## config.mk

```make
export PLATFORM = sky130hd
export DESIGN_NAME = x_stream_serializer
export DESIGN_NICKNAME = d
export VERILOG_FILES = /design/src/rtl/x_stream_serializer.sv
export SDC_FILE = /design/constraint.sdc
export NUM_CORES = 1
export LEC_CHECK = 0
export ABC_AREA = 1
export CORE_ASPECT_RATIO = 0.7
export CORE_UTILIZATION = 35
export CTS_CLUSTER_DIAMETER = 50
export CTS_CLUSTER_SIZE = 25
export DETAILED_ROUTE_END_ITERATION = 7
export PLACE_DENSITY_LB_ADDON = 0.08
export SETUP_SLACK_MARGIN = 0.15
export SLEW_MARGIN = 20
export SYNTH_ARGS = -nofsm -noshare
export SYNTH_HDL_FRONTEND = slang
export SYNTH_SLANG_ARGS = --single-unit
```

## constraint.sdc

```tcl
create_clock -name clk -period 1.5 [get_ports clk]
set_clock_uncertainty 0.05 [all_clocks]
set_input_delay 0.15 -clock clk [delete_from_list [all_inputs] [get_ports clk]]
set_output_delay 0.15 -clock clk [all_outputs]
set_load 0.1 [all_outputs]
```

## src/rtl/x_stream_serializer.sv

```systemverilog
// LSB-first serializer that feeds one bit per step_en strobe to a downstream FSM x input.
// Optional build macro: X_STREAM_SERIALIZER_REPEAT_EN adds repeat_mode for looping the held pattern.
//
// state | meaning
// IDLE  | waiting for a load with non-zero len; x held at 0
// SHIFT | bit on x is valid; each step_en advances one bit
// DONE  | one-cycle completion pulse; a load here is accepted directly
module x_stream_serializer #(
    parameter int WIDTH = 8,
    parameter int LEN_W = $clog2(WIDTH + 1)
) (
    input  logic             clk,
    input  logic             reset,
    input  logic             load,
    input  logic [WIDTH-1:0] pattern,
    input  logic [LEN_W-1:0] len,
    input  logic             step_en,
`ifdef X_STREAM_SERIALIZER_REPEAT_EN
    input  logic             repeat_mode,
`endif
    output logic             x,
    output logic             busy,
    output logic             done,
    output logic [LEN_W-1:0] bits_left
);

    typedef enum logic [1:0] {
        IDLE  = 2'd0,
        SHIFT = 2'd1,
        DONE  = 2'd2
    } state_t;

    localparam logic [LEN_W-1:0] WIDTH_CNT = LEN_W'(WIDTH);
    localparam logic [LEN_W-1:0] ONE_CNT   = LEN_W'(1);

    state_t           state;
    logic [WIDTH-1:0] shReg;
    logic [WIDTH-1:0] shNext;
    logic [LEN_W-1:0] cnt;
    logic [LEN_W-1:0] lenClamped;
    logic             xReg;
    logic             loadOk;

    assign lenClamped = (len > WIDTH_CNT) ? WIDTH_CNT : len;
    // SHIFT never accepts a load, even when it coincides with a step.
    assign loadOk     = load && (len != '0) && (state != SHIFT);
    assign shNext     = shReg >> 1;

`ifdef X_STREAM_SERIALIZER_REPEAT_EN
    logic [WIDTH-1:0] holdPat;
    logic [LEN_W-1:0] holdLen;

    always_ff @(posedge clk or negedge reset) begin
        if (!reset) begin
            holdPat <= '0;
            holdLen <= '0;
        end else if (loadOk) begin
            holdPat <= pattern;
            holdLen <= lenClamped;
        end
    end
`endif

    always_ff @(posedge clk or negedge reset) begin
        if (!reset) begin
            state <= IDLE;
            shReg <= '0;
            cnt   <= '0;
            xReg  <= 1'b0;
        end else begin
            case (state)
                IDLE: begin
                    if (loadOk) begin
                        shReg <= pattern;
                        xReg  <= pattern[0];
                        cnt   <= lenClamped;
                        state <= SHIFT;
                    end
                end
                SHIFT: begin
                    if (step_en) begin
                        if (cnt > ONE_CNT) begin
                            shReg <= shNext;
                            xReg  <= shNext[0];
                            cnt   <= cnt - ONE_CNT;
                        end
`ifdef X_STREAM_SERIALIZER_REPEAT_EN
                        else if (repeat_mode) begin
                            shReg <= holdPat;
                            xReg  <= holdPat[0];
                            cnt   <= holdLen;
                        end
`endif
                        else begin
                            xReg  <= 1'b0;
                            cnt   <= '0;
                            state <= DONE;
                        end
                    end
                end
                DONE: begin
                    if (loadOk) begin
                        shReg <= pattern;
                        xReg  <= pattern[0];
                        cnt   <= lenClamped;
                        state <= SHIFT;
                    end else begin
                        state <= IDLE;
                    end
                end
                default: begin
                    state <= IDLE;
                    xReg  <= 1'b0;
                    cnt   <= '0;
                end
            endcase
        end
    end

    assign x         = xReg;
    assign busy      = (state == SHIFT);
    assign done      = (state == DONE);
    assign bits_left = cnt;

endmodule

```

# Yosys cells after proc, flatten, opt, wreduce, memory -nomap -nowiden
# Cells that the tools add are included.
[op_classes] bitwise_logic=0 shifts=0 reduce_logical=9 n_mul=0 div_mod_pow=0 n_lt_le_gt_ge=2 addsub=1 eq_ne=8 mux=18
[ops] cell="two-way mux 8 bit" n=3
[ops] cell="two-way mux 4 bit" n=4
[ops] cell="one-hot mux 8 bit (2 select lines)" n=1
[ops] cell="one-hot mux 4 bit (2 select lines)" n=1
[ops] cell="two-way mux 2 bit" n=3
[ops] cell="!= test 2 x 1 -> 1 bit, second input constant" n=3
[ops] cell="!= test 2 bit, second input constant" n=3
[ops] cell="one-hot mux 2 bit (3 select lines)" n=1
[ops] cell="> comparator 4 x 1 -> 1 bit, second input constant" n=1
[ops] cell="> comparator 4 bit, second input constant" n=1
[ops] cell="two-way mux 1 bit" n=4
[ops] cell="AND reduction 4 bit" n=1
[ops] cell="nonzero test 4 bit" n=1
[ops] cell="subtractor 4 x 1 -> 4 bit, second input constant" n=1
[ops] cell="AND reduction 3 bit" n=1
[ops] cell="== test 2 x 1 -> 1 bit, second input constant" n=1
[ops] cell="== test 2 bit, second input constant" n=1
[ops] cell="logical AND 1 bit" n=2
[ops] cell="zero test 2 bit" n=1
[ops] cell="one-hot mux 1 bit (2 select lines)" n=1
[ops] cell="AND reduction 2 bit" n=1
[ops] cell="nonzero test 2 bit" n=1
[ops] cell="OR reduction 2 bit" n=1
[totals] ramBits=0 output_inout_bits=7 wordCells=42 mem_bits_ro=0 mem_count=0 reg_bits=15 latch_bits=0

# Logic depth before layout (Yosys ltp)
[depth] word_depth=5 depth_mapped=11

# Least setup slack after synthesis
# No wires, ideal clock.
[synth_path] path_kind="flip-flop to flip-flop" start="register cnt[0] (netlist: bits_left[0])" end="register cnt[0] (netlist: bits_left[0])" t_arrival_ps=1919 setup_slack_ps=-537 synth_period_minus_slack_ps=2037 path_buffers=0 path_stages_with_launch=10 required_time_ps=1382 cell_sequence="dfrtp_1 inv_1 ha_1 inv_1 nand2_1 nand2_1 nand2_2 o21ai_0 nand2_1 nand2_1"
[synth_between] elab_chain_len=4
[synth_lines] item="start, declared" line_no="39" source="logic [LEN_W-1:0] cnt;"
[synth_lines] item="start signal, assigned" line_no="76" source="cnt <= lenClamped;"
[synth_lines] item="start signal, assigned" line_no="85" source="cnt <= cnt - ONE_CNT;"
[synth_lines] item="start signal, assigned" line_no="105" source="cnt <= lenClamped;"
[synth_lines] item="subtractor 4 x 1 -> 4 bit / > comparator 4 x 1 -> 1 bit (equally long branches)" line_no="85, 82"
[synth_lines] item="two-way mux 4 bit (*)" line_no="82" source="if (cnt > ONE_CNT) begin"
[synth_lines] item="two-way mux 4 bit (*)" line_no="81" source="if (step_en) begin"
[synth_lines] item="one-hot mux 4 bit (2 select lines) (*)" line_no="71" source="case (state)"
# Mark *: on every way between the ends. The rest lies on a longest branch, timed or not. The select of a mux whose other input is x is not followed.
# A chain may end at the register's enable or synchronous reset.

# Worst setup path after layout
[layout_path] start="register cnt[0] (netlist: bits_left[0])" end="register cnt[3] (netlist: bits_left[3])"
# The elaborated chain is that of the path after synthesis.

==> flow_metrics.tcl <==
set metrics [dict create \
    drt-initial-drc-count 33 \
    worstMarginPinSlew_ns 0.2370 \
    grt_overflow 0 \
    fin_area_um2 1373 \
    synthSimpleGateAreaFrac_pct 44.86 \
    max-vdd-ir-drop_uv 1167 \
    timing.hold.ws_ns 0.1185 \
    crit_top_cell "nand2_1" \
    min_period_ns 1.384 \
    p_leak_nw 0.6948 \
    cts_hold_buf 0 \
    cts_tree "done" \
    end_kind "flop" \
    synth_top_family_by_area "simple AND/OR/NAND/NOR gates" \
    synth_seq_cells 14 \
    crit_path_end "bits_left[3]$_DFFE_PN0P_" \
    p_per_area_nw_per_um2 2351 \
    worstPathMaxFanout 5 \
    clk_pin_slew_ns 0.10 \
    synth_area_um2 864.6 \
    gp_congestion 0.7941 \
    avgSynthCellArea_um2 7.029 \
    synthXorXnorAreaFrac_pct 1.013 \
    setup_violations 0 \
    regToRegEndpoint "bits_left[3]$_DFFE_PN0P_" \
    intPower_mw 1.543 \
    crit_path_start "bits_left[0]$_DFFE_PN0P_" \
    dpl.hpwl_um 1530 \
    grt_pass1_wl_um 3788 \
    drive_gt1_share_pct 33.97 \
    synth_nets 141 \
    coreArea_um2 2242 \
    die_h_um 43.59 \
    ys_types 15 \
    pwr-share-seq_pct 22.0 \
    cts_htree_levels 1 \
    finalWorstSetupSlack_ns 0.1158 \
    r2r-start "bits_left[0]$_DFFE_PN0P_" \
    switchingPower_mw 1.683 \
    p_total_mw 3.226 \
    wl_per_cell_um 11.21 \
    power_frac_clock_pct 8.7 \
    vias 865 \
    grtUsageTotal_pct 19.58 \
    synthCells 123 \
    slowest_stage "dfrtp_4" \
    diodes 0 \
    muxShareOfSynthArea_pct 0 \
    synth.top_cells.by_area "dfrtp_1, nand2_1, nand3_1" \
    row_count 14 \
    switching_share_pct 52.17 \
    ant_nets 0 \
    max_cap_viol_count 0 \
    slew_violations 0 \
    cts_sinks 14 \
    grt_pass1_vias 837 \
    critPathKind "reg -> reg" \
    synthAdderAreaFrac_pct 2.894 \
    vias_per_cell 4.601 \
    r2r_slack_ns 0.12 \
    start_kind "flop" \
    drc_errors 0 \
    min_period_over_period_pct 92.28 \
    grt_max_degree 15 \
    yosysSeqAreaShare_pct 40.52 \
    crit_path_max_incr_delay_ns 0.52 \
    initial_core_util_pct 38.56 \
    area_growth_syn_to_layout_pct 58.76 \
    worstPathArrival_ns 1.52 \
    top_level_ports 23 \
    fillers 227 \
    die_area_um2 2676 \
    relSlewSlack_pct 84.18 \
    clkLatencyLatePin_ns 0.29 \
    crit_required_ns 1.64 \
    root_buffer "clkbuf_4" \
    fmax_mhz 722.4 \
    numCtsBuffers 3 \
    worstPathCellList "inv_4 -> ha_4 -> inv_2 -> nand2_4 -> nand2_4 -> nand2_4 -> inv_2 -> nand2_1 -> nand2_1 -> nand2_1 -> nand2_1" \
    synth_top_area_share_pct 40.52 \
    pre_cts_ws_ns -0.009648 \
    worst_hold_path_type "in -> async" \
    yosysTopAreaCell "dfrtp_1" \
    dpl_cell_area_um2 1254 \
    routed_wl_um 2107 \
    fp.dieW_um 61.41 \
    power_frac_comb_pct 69.3 \
    ys_warn_count 0 \
    reg2reg_depth 11 \
    finalHoldViolCount 0 \
    synth_compound_area_share_pct 1.737 \
    dr.pass1.iters 4 \
    rsz0062_at_grt "yes" \
    tns_ns 0 \
    clk_path_buf_depth 2 \
    layout.nets 175 \
    portBuffers 22 \
    status "finished, final reports clean" \
    antenna_found_initial 0 \
]
-- critical path, delay by kind of cell (launching register included) --
family / cells / cell delay, ns
adders and majority gates: 1 / 0.12
buffers and inverters: 3 / 0.16
DFF: 1 / 0.52
and+or+nand+nor: 7 / 0.43
-- cells in the final DEF (no fill, tap or decap), drive strengths merged --
cell type	instances
inv	11
ha	2
nand3	11
dfrtp	14
buf	17
clkdlybuf4s50	15
o21ai	3
clkbuf	4
xnor2	1
nand2	71
nor2	7
-- cell families after synthesis --
logic type | Yosys count
AND/OR/NAND/NOR | 89
flip-flops | 14
AO/OA/AOI/OAI | 3
buffers and inverters | 14
XOR/XNOR | 1
adder cells (fa/ha/maj) | 2
-- per-layer routing --
layer  GRT usage [%]  routed length, um  up-vias
li1                -                  -      443
met1           27.85               1012      394
met2           29.35                919       26
met3           5.373                156        2
met4           5.333                 18        0
met5               0                  0        -
-- what timing repair did --
item                                   CTS  global route
buffers inserted                         5             0
resized for setup                        3            10
endpoints found under the hold margin    0             0
setup endpoints to repair               13            15
pin swaps                                5             6
-- final cells by class --
cell class                 count  area, um2  area share (%)
clock buffer                   4      36.28           2.644
multi-input combinational     95      518.0           37.74
tap                           32      40.04           2.917
timing repair buffer          32      365.4           26.62
inverter                      11      51.30           3.737
sequential                    14      361.6           26.34
-- cells in the mapped netlist --
cell     count
buf_6        3
dfrtp_1     14
ha_1         2
inv_1        7
inv_2        3
inv_4        1
nand2_1     66
nand2_2      3
nand2_4      2
nand3_1      8
nand3_2      3
nor2_1       6
nor2_2       1
o21ai_0      3
xnor2_1      1
-- power groups by stage --
stage / Clock, mW / Combinational [mW] / Sequential, mW
detailed placement: 0 / 1.99 / 0.724
global route: 0.306 / 2.42 / 0.736
floorplan: 0 / 1.13 / 0.996
global placement: 0 / 1.97 / 0.722
finish: 0.281 / 2.23 / 0.711
CTS: 0.286 / 2.13 / 0.704
-- worst min-delay path by stage --
| stage | end | slack (ns) | startpoint | cells after the start |
|---|---|---|---|---|
| floorplan | bits_left[2]$_DFFE_PN0P_ | -0.20 | reset | 0 |
| global route | shReg[6]$_DFFE_PN0P_ | 0.14 | reset | 2 |
| finish | bits_left[1]$_DFFE_PN0P_ | 0.12 | reset | 2 |
| CTS | bits_left[0]$_DFFE_PN0P_ | 0.12 | reset | 2 |
| detailed placement | shReg[3]$_DFFE_PN0P_ | 0.41 | shReg[3]$_DFFE_PN0P_ | 2 |
| global placement | shReg[3]$_DFFE_PN0P_ | 0.40 | shReg[3]$_DFFE_PN0P_ | 2 |
-- state kept, by name, summed over array words and instances (netlist names) --
name	count
state	2
x	1
bits_left	4
shReg	7
-- through the flow --
stage | util, % | std cells
6_report | 61.22 | 188
5_1_grt | 61.22 | 188
4_1_cts | 59.71 | 188
3_5_place_dp | 55.92 | 179
3_3_place_gp | 55.92 | 179
2_1_floorplan | - | 123
(Power assumes the default switching activity.)
